<file path="src/rtl/encoder_pkg.sv">
// -----------------------------------------------------------------------------
// encoder_pkg
// Shared definitions for the time-multiplexed quadrature encoder scheduler.
//   - QD_* : 4-bit decode patterns, ordered {a_new, a_old, b_new, b_old}
//   - dir_e: step direction produced by a decoded pattern
//   - qd_direction(): maps a pattern to a direction
// -----------------------------------------------------------------------------
package encoder_pkg;

  localparam logic [3:0] QD_INC_A = 4'b1000;  // A rises while B low
  localparam logic [3:0] QD_INC_B = 4'b0111;  // A falls while B high
  localparam logic [3:0] QD_DEC_A = 4'b0010;  // B rises while A low
  localparam logic [3:0] QD_DEC_B = 4'b1101;  // B falls while A high

  typedef enum logic [1:0] {
    DIR_HOLD = 2'd0,
    DIR_INC  = 2'd1,
    DIR_DEC  = 2'd2
  } dir_e;

  function automatic dir_e qd_direction(input logic [3:0] pattern);
    case (pattern)
      QD_INC_A, QD_INC_B: return DIR_INC;
      QD_DEC_A, QD_DEC_B: return DIR_DEC;
      default:            return DIR_HOLD;
    endcase
  endfunction

endpackage

</file>
<file path="src/rtl/quad_step.sv">
// -----------------------------------------------------------------------------
// quad_step
// Combinational quadrature step shared by all encoder channels.
// Decodes one 4-bit pattern and applies +/- increment to the current count.
// Optional macro: ENCODER_SATURATE_EN -- clamp at 0 / 2^WIDTH-1 instead of
// wrapping modulo 2^WIDTH.
// Ports:
//   pattern    in  4      {a_new, a_old, b_new, b_old}
//   value      in  WIDTH  current channel count
//   increment  in  WIDTH  step size
//   next_value out WIDTH  count after this step
//   changed    out 1      next_value differs from value
// -----------------------------------------------------------------------------
module quad_step
  import encoder_pkg::*;
#(
  parameter int WIDTH = 8
) (
  input  logic [3:0]       pattern,
  input  logic [WIDTH-1:0] value,
  input  logic [WIDTH-1:0] increment,
  output logic [WIDTH-1:0] next_value,
  output logic             changed
);

  dir_e dir;

`ifdef ENCODER_SATURATE_EN
  // Extra MSB carries the overflow/borrow used for clamping.
  logic [WIDTH:0] sum;
  logic [WIDTH:0] diff;
`else
  logic [WIDTH-1:0] sum;
  logic [WIDTH-1:0] diff;
`endif

  always_comb begin
    // NOTE: every output gets a default before the case, so no path leaves
    // a variable unassigned and no latch is inferred.
    next_value = value;
    dir        = qd_direction(pattern);
`ifdef ENCODER_SATURATE_EN
    sum  = {1'b0, value} + {1'b0, increment};
    diff = {1'b0, value} - {1'b0, increment};
    case (dir)
      DIR_INC: next_value = sum[WIDTH]  ? '1 : sum[WIDTH-1:0];
      DIR_DEC: next_value = diff[WIDTH] ? '0 : diff[WIDTH-1:0];
      default: next_value = value;
    endcase
`else
    sum  = value + increment;
    diff = value - increment;
    case (dir)
      DIR_INC: next_value = sum;
      DIR_DEC: next_value = diff;
      default: next_value = value;
    endcase
`endif
    // A clamped step leaves the count unchanged and must not raise an update.
    changed = (next_value != value);
  end

endmodule

</file>
<file path="src/rtl/encoder_scheduler.sv">
// -----------------------------------------------------------------------------
// encoder_scheduler
// Time-multiplexes one quadrature decoder (quad_step) across CHANNELS rotary
// encoders, servicing one channel per clock in round-robin order.
// Optional macro: ENCODER_SATURATE_EN -- counts clamp instead of wrapping.
// Ports:
//   clk         in  1                 system clock
//   reset       in  1                 asynchronous active-low reset
//   enable      in  1                 run scheduler; low freezes ptr and state
//   a, b        in  CHANNELS          raw encoder phases (asynchronous)
//   load_valid  in  1                 host write strobe
//   load_ch     in  CH_BITS           channel to write (>= CHANNELS ignored)
//   load_data   in  WIDTH             value to write
//   values      out CHANNELS*WIDTH    channel k at [k*WIDTH +: WIDTH]
//   upd_valid   out 1                 pulse: a count changed by decode
//   upd_ch      out CH_BITS           channel that changed
// -----------------------------------------------------------------------------
module encoder_scheduler
  import encoder_pkg::*;
#(
  parameter  int               CHANNELS  = 3,
  parameter  int               WIDTH     = 8,
  parameter  logic [WIDTH-1:0] INCREMENT = WIDTH'(1),
  localparam int               CH_BITS   = $clog2(CHANNELS)
) (
  input  logic                      clk,
  input  logic                      reset,
  input  logic                      enable,
  input  logic [CHANNELS-1:0]       a,
  input  logic [CHANNELS-1:0]       b,
  input  logic                      load_valid,
  input  logic [CH_BITS-1:0]        load_ch,
  input  logic [WIDTH-1:0]          load_data,
  output logic [CHANNELS*WIDTH-1:0] values,
  output logic                      upd_valid,
  output logic [CH_BITS-1:0]        upd_ch
);

  localparam logic [CH_BITS-1:0] LAST_CH = CH_BITS'(CHANNELS - 1);

  // Two-flop synchronizers for the asynchronous encoder phases.
  logic [CHANNELS-1:0] a_meta, a_s;
  logic [CHANNELS-1:0] b_meta, b_s;

  // Per-channel state.
  logic [CHANNELS-1:0] old_a, old_b;
  logic [WIDTH-1:0]    count_q [CHANNELS];

  logic [CH_BITS-1:0]  ptr;

  logic [3:0]          pattern;
  logic [WIDTH-1:0]    step_value;
  logic                step_changed;
  logic                load_ok;
  logic                load_hit;

  assign pattern  = {a_s[ptr], old_a[ptr], b_s[ptr], old_b[ptr]};
  assign load_ok  = load_valid && (int'(load_ch) < CHANNELS);
  // A host write to the channel being serviced overrides the decode result.
  assign load_hit = load_ok && (load_ch == ptr);

  quad_step #(
    .WIDTH (WIDTH)
  ) u_quad_step (
    .pattern    (pattern),
    .value      (count_q[ptr]),
    .increment  (INCREMENT),
    .next_value (step_value),
    .changed    (step_changed)
  );

  // NOTE: sequential state uses non-blocking assignments only, so every
  // register samples pre-edge values regardless of statement order.
  always_ff @(posedge clk or negedge reset) begin
    if (!reset) begin
      a_meta    <= '0;
      a_s       <= '0;
      b_meta    <= '0;
      b_s       <= '0;
      old_a     <= '0;
      old_b     <= '0;
      ptr       <= '0;
      upd_valid <= 1'b0;
      upd_ch    <= '0;
      // NOTE: the count "memory" is a small flop array, not a RAM macro, so
      // clearing it in the async reset branch is both legal and required.
      for (int k = 0; k < CHANNELS; k++) begin
        count_q[k] <= '0;
      end
    end else begin
      // Synchronizers run every cycle, independent of enable.
      a_meta    <= a;
      a_s       <= a_meta;
      b_meta    <= b;
      b_s       <= b_meta;
      upd_valid <= 1'b0;

      if (enable) begin
        old_a[ptr] <= a_s[ptr];
        old_b[ptr] <= b_s[ptr];
        ptr        <= (ptr == LAST_CH) ? '0 : ptr + 1'b1;
        if (step_changed && !load_hit) begin
          count_q[ptr] <= step_value;
          upd_valid    <= 1'b1;
          upd_ch       <= ptr;
        end
      end

      if (load_ok) begin
        count_q[load_ch] <= load_data;
      end
    end
  end

  for (genvar k = 0; k < CHANNELS; k++) begin : g_flatten
    assign values[k*WIDTH +: WIDTH] = count_q[k];
  end

endmodule
</file>
<file path="config.mk">
export PLATFORM = sky130hd
export DESIGN_NAME = encoder_scheduler
export DESIGN_NICKNAME = d
export VERILOG_FILES = /design/src/rtl/encoder_pkg.sv /design/src/rtl/quad_step.sv /design/src/rtl/encoder_scheduler.sv
export SDC_FILE = /design/constraint.sdc
export NUM_CORES = 1
export LEC_CHECK = 0
export ABC_AREA = 1
export BUFFER_PORTS_ARGS = -buffer_cell sky130_fd_sc_hd__buf_4
export CAP_MARGIN = 20
export CORE_ASPECT_RATIO = 0.8
export CORE_MARGIN = 10
export CORE_UTILIZATION = 38
export CTS_BUF_LIST = sky130_fd_sc_hd__clkbuf_8
export CTS_CLUSTER_SIZE = 30
export DETAILED_ROUTE_END_ITERATION = 7
export HOLD_SLACK_MARGIN = 0.15
export SKIP_CTS_REPAIR_TIMING = 1
export SYNTH_ARGS = -nofsm -noshare
export SYNTH_HDL_FRONTEND = slang
export SYNTH_SLANG_ARGS = --single-unit
</file>
<file path="constraint.sdc">
create_clock -name clk -period 2.8 [get_ports clk]
set_input_delay 0.84 -clock clk [delete_from_list [all_inputs] [get_ports clk]]
set_output_delay 0.84 -clock clk [all_outputs]
set_load 0.1 [all_outputs]
</file>
After elaboration in Yosys (flattened, before gate mapping):

Index checks and enable logic that the tools add are counted.

* $add $sub $neg: 3
* order comparisons: 7
* equal/unequal tests: 9
* muxes and demuxes: 29
* bitwise gates (word level): 2
* reductions and logical operators: 10

Operators by type and width (count)
* $mux 24: 3
* $bwmux 24: 2
* $demux 8 s2: 2
* $mux 8: 4
* $bmux 8 s2: 1
* $pmux 8 s2: 1
* $add 8x1->8 const B: 1
* $bmux 1 s2: 4
* $eq 4x4->1 const B: 2
* $ne 8x8->1: 1
* $sub 8x1->8 const B: 1
* $mux 1: 7
* $bwmux 3: 2
* $ge 3x3->1 const B: 2
* $logic_and 1x1->1: 6
* $lt 3x1->1 const B: 2
* $not 2->3: 2
* $eq 2x2->1 const B: 2
* $eq 4x2->1 const B: 1
* $eq 4x3->1 const B: 1
* $pmux 2 s2: 1
* $reduce_or 2->1: 2
* $lt 2x3->1 const B: 1
* $add 2x1->2 const B: 1
* other kinds (8): 8

* register bits after elaboration: 47
* input bits: 20
* word-level logic and storage cells: 72

Depth between registers and ports, before layout:

* depth after elaboration: 13
* mapped depth: 25
* depth with buffers taken out: 24

Modules after synthesis:

A second synthesis with hierarchy kept.

* cell total of the unflattened synthesis: 503
* area total of the unflattened synthesis: 3265.6 µm²

By module, submodules not included
* encoder_scheduler: times used 1, cells an instance 332, area an instance 2391.0 µm², seq. area each 1176.1 µm²
* quad_step: times used 1, cells an instance 171, area an instance 874.6 µm², seq. area each 0.0 µm²

Least setup slack after synthesis:

Ideal clock, no wire load.

* path type: register to register
* from: register ptr[0]
* to: register count_q (netlist bit values[6])
* library setup time: 0.074 ns
* data arrival time: 2.966 ns
* data required time: 2.726 ns
* setup slack: -0.240 ns
* stages on the path, launching flop included: 21
* cell sequence: dfrtp_1 > buf_6 > nor2_4 > buf_2 > a221oi_1 > nand3_1 > a21boi_1 > ha_1 > nand3_2 > and2_4 > ha_1 > o21bai_4 > nand2_1 > nand2_2 > nand2_2 > nand2_1 > nand2_1 > nand3_1 > nand2_1 > nand2_1 > a21oi_2

* longest elaborated chain between the ends: 13
* elaborated cells between the ends (all ways): 39

RTL lines
* start, declared: RTL line encoder_scheduler.sv:49 `logic [CH_BITS-1:0] ptr;`
* start signal, assigned: RTL line encoder_scheduler.sv:101 `ptr <= (ptr == LAST_CH) ? '0 : ptr + 1'b1;`
* branches (longest 9 deep; another with $sub 8x1->8)
* $mux 24 *: RTL line encoder_scheduler.sv:102 `if (step_changed && !load_hit) begin`
* $mux 24 *: RTL line encoder_scheduler.sv:98 `if (enable) begin`
* $bwmux 24: RTL line encoder_scheduler.sv:110 `count_q[load_ch] <= load_data;`
* $mux 24 *: RTL line encoder_scheduler.sv:109 `if (load_ok) begin`
* end signal, assigned by index: RTL line encoder_scheduler.sv:103 `count_q[ptr] <= step_value;`
* end signal, assigned by index: RTL line encoder_scheduler.sv:110
* end, declared: RTL line encoder_scheduler.sv:47 `logic [WIDTH-1:0] count_q [CHANNELS];`

Mark *: on every way between the ends. The select of a mux whose other input is x is not followed.
A chain may end at the register's enable or synchronous reset.

Final worst setup path:

* from: register ptr[0]
* to: register count_q (netlist bit values[22])

The elaborated chain is that of the path after synthesis.

==> results.py <==
metrics = {
    "critical_path": {
        "timing.setup.critical_path_class": "reg -> reg",
        "timing.critical_path.arrival_ns": 3.38,
        "worstSetupStartpoint": "ptr[0]",
        "r2r_start": "ptr[0]",
        "worstPathCellList": "buf_4 -> nor2_4 -> buf_4 -> nand2_1 -> nand2_1 -> nand2_1 -> nor2_2 -> o22ai_2 -> buf_4 -> ha_4 -> inv_2 -> nand2_4 -> and2_4 -> ha_4 -> o21bai_4 -> nand2_1 -> nand2_2 -> nand2_2 -> nand2_1 -> nand2_1 -> nand3_2 -> nand2_2 -> nand2_1 -> a21oi_2",
        "timing.critical_path.required_ns": 3.04,
        "critical_path.most_common_cell": "sky130_fd_sc_hd__nand2_1",
        "critical-path-max-stage-delay_ns": 0.48,
        "critical-path-slowest-cell": "sky130_fd_sc_hd__dfrtp_2",
        "worstPathMaxFanout": 5,
        "critPathLaunchType": "flop",
        "cp-end-kind": "flop",
    },
    "finish": {
        "multi_input_comb_area_um2": 1753,
        "layout-drive-gt1-share_pct": 42.40,
        "register_area_um2": 1177,
        "layout.nets": 492,
        "filler_cell_count": 694,
        "antenna_cells_inserted": 0,
        "areaGrowthSynthToFinish_pct": 42.15,
    },
    "route": {
        "vias": 2984,
        "drt.antenna.violating_nets": 0,
        "detail_route.drc_violations": 0,
        "drt-initial-drc-count": 245,
        "detail_route.wl_per_cell_um": 17.16,
        "route.detailed.vias_per_inst": 5.217,
        "drt_first_pass_iters": 5,
        "wire_length_after_detailed_routing_mm": 9.814,
    },
    "clock_network": {
        "cts.root.buffer_cell": "sky130_fd_sc_hd__clkbuf_8",
        "cts_num_sinks": 47,
        "cts_buffers": 5,
        "number_of_buffers_on_the_longest_clock_path": 2,
        "clkLatencyLatePin_ns": 0.31,
        "cts.htree.levels": 2,
        "tritoncts": "done",
        "clk_transition_reported_paths_ns": 0.10,
    },
    "timing": {
        "setup_total_negative_slack_ns": -3.863,
        "finalCritPeriodShare_pct": 112.1,
        "setup_viol": 18,
        "max_slew_headroom_pct": 59.53,
        "slew_violations": 0,
        "rsz0062_at_grt": "yes",
        "achievable-frequency_ghz": 0.3187,
        "clock_skew_ns": 0.009966,
        "period_minus_slack_ns": 3.137,
        "timing.final.ws_setup_ns": -0.3374,
        "hold_violations": 0,
        "worst-slew-pin-transition_ns": 0.6070,
    },
    "outcome": {
        "failing_checks": "negative setup slack",
        "run_status": "finished, violations left",
    },
    "die": {
        "die_height_um": 98.02,
        "initial_utilization_pct": 39.12,
        "die-area_um2": 11520,
        "x_dimension_of_the_die_um": 117.5,
        "coreArea_um2": 7392,
        "placementRows": 28,
        "design.portCount": 47,
    },
    "global_routing": {
        "pin_count_of_the_biggest_net_entering_global_routing": 48,
        "globalRouteTotalUtil_pct": 15.92,
        "grt_first_pass_wirelength_mm": 15.15,
        "grt_antenna_before_repair": 0,
        "grt_pass1_vias": 2773,
        "grt-ovfl-total": 0,
    },
    "synthesis": {
        "syn-cell-area_um2": 2892,
        "ys_ff_latch": 47,
        "synth-warning-count": 0,
        "postSynthCellCount": 367,
        "avgSynthCellArea_um2": 7.879,
        "postSynthNetCount": 393,
        "ys_seq_area_share_pct": 40.68,
        "synthDistinctLibCells": 42,
    },
    "place": {
        "preCtsSetupSlack_ns": -0.3895,
        "port-buffer-count": 46,
        "post-dp-hpwl_mm": 7.164,
        "final_gp_congestion": 0.8878,
    },
    "flow_run": {
        "cap_viol_max_count": 0,
    },
    "hold_path": {
        "worstHoldStart": "a_meta[1]",
        "hp-class": "reg -> reg",
    },
}
-- logic make-up (layout without fill, tap and decap cells) --
| group | after synthesis | in the layout | share of synthesized area [%] |
|---|---|---|---|
| AND/OR/NAND/NOR | 164 | 164 | 27.95 |
| AO/OA/AOI/OAI | 97 | 97 | 20.12 |
| buffers and inverters | 49 | 149 | 7.442 |
| flip-flops | 47 | 47 | 40.68 |
| adder cells (fa/ha/maj) | 6 | 6 | 2.596 |
| XOR/XNOR | 4 | 4 | 1.212 |
-- registers in the layout, summed over array words and instances (netlist names) --
| signal | flops |
|---|---|
| ptr | 2 |
| b_s | 3 |
| old_b | 3 |
| upd_ch | 2 |
| values | 24 |
| b_meta | 3 |
| a_s | 3 |
| upd_valid | 1 |
| a_meta | 3 |
| old_a | 3 |
-- worst max-delay path, delay by kind of cell, from the launching register on --
kind	cells	cell delay (ns)
AND/OR/NAND/NOR	15	1.38
buffers and inverters	4	0.51
flip-flops	1	0.48
AO/OA/AOI/OAI	3	0.37
adder cells (fa/ha/maj)	2	0.31
-- placed cells by master, fill, tap and decap left out, types with 2 or more instances in the layout --
cell	n
sky130_fd_sc_hd__a21boi_4	2
sky130_fd_sc_hd__a21oi_1	34
sky130_fd_sc_hd__a21oi_2	11
sky130_fd_sc_hd__a22oi_1	3
sky130_fd_sc_hd__a22oi_2	4
sky130_fd_sc_hd__and2_4	2
sky130_fd_sc_hd__buf_4	92
sky130_fd_sc_hd__buf_6	7
sky130_fd_sc_hd__clkbuf_8	5
sky130_fd_sc_hd__dfrtp_1	46
sky130_fd_sc_hd__ha_4	5
sky130_fd_sc_hd__inv_1	31
sky130_fd_sc_hd__inv_2	6
sky130_fd_sc_hd__inv_4	3
sky130_fd_sc_hd__inv_6	2
sky130_fd_sc_hd__nand2_1	67
sky130_fd_sc_hd__nand2_2	17
sky130_fd_sc_hd__nand2_4	5
sky130_fd_sc_hd__nand3_1	13
sky130_fd_sc_hd__nand3_2	14
sky130_fd_sc_hd__nand4_1	2
sky130_fd_sc_hd__nor2_1	32
sky130_fd_sc_hd__nor2_4	5
sky130_fd_sc_hd__o211ai_1	3
sky130_fd_sc_hd__o21ai_0	13
sky130_fd_sc_hd__o21ai_1	15
sky130_fd_sc_hd__o21ai_2	5
sky130_fd_sc_hd__xor2_1	3
-- routing by layer --
layer / part of all wire, % / GRT usage, %
met5: 0 / 0
met4: 0.92 / 3.036
met3: 7.5 / 2.704
met2: 47 / 25.00
met1: 45 / 22.50
-- worst paths after layout --
kind                            depth (start not counted)  slack [ns]         end
worst max-delay path                                   24       -0.34  values[22]
min in group asynchronous                               1        0.53   a_meta[1]
worst min-delay path                                    0        0.36      a_s[1]
worst max register to register                         24       -0.34  values[22]
worst min register to register                          0        0.36      a_s[1]
max in group asynchronous                               1        1.84      ptr[0]
-- metrics by stage --
step	util, %	instances	area [um2]	hold WS (ns)
after floorplan	-	367	2938	0.3312
after global placement	49.37	548	3650	0.3329
after detailed placement	49.37	548	3650	0.3347
after CTS	50.69	556	3747	0.3602
after global routing	55.60	572	4110	0.3681
final	55.60	572	4110	0.3570
-- final cells by class --
type | count | area share [%]
multi-input combinational | 271 | 42.65
clock inverter | 3 | 0.7002
sequential | 47 | 28.65
tap | 105 | 3.196
timing repair buffer | 100 | 19.21
inverter | 41 | 3.927
clock buffer | 5 | 1.674
-- cell usage after synthesis, drive strengths merged --
library cell	number	share of area (%)
o21bai	2	0.91
xor2	3	0.91
nor2	38	6.1
nand3b	2	0.95
inv	39	5.1
nand3	27	5.9
dfrtp	47	41
o21a	1	0.26
nor3	2	0.35
a21oi	45	8.7
o211ai	3	0.78
a21boi	3	0.78
a22oi	7	1.8
a221oi	1	0.30
o22ai	1	0.22
clkbuf	1	0.13
or2	1	0.22
nand2	89	13
and2	2	0.52
clkinv	2	0.30
nand4	3	0.87
xnor2	1	0.30
o221ai	1	0.52
o21ai	33	5.8
buf	7	1.9
ha	6	2.6
Power is not shown: default switching activity piles up to over one toggle a cycle in this logic, so the estimate is an artifact.
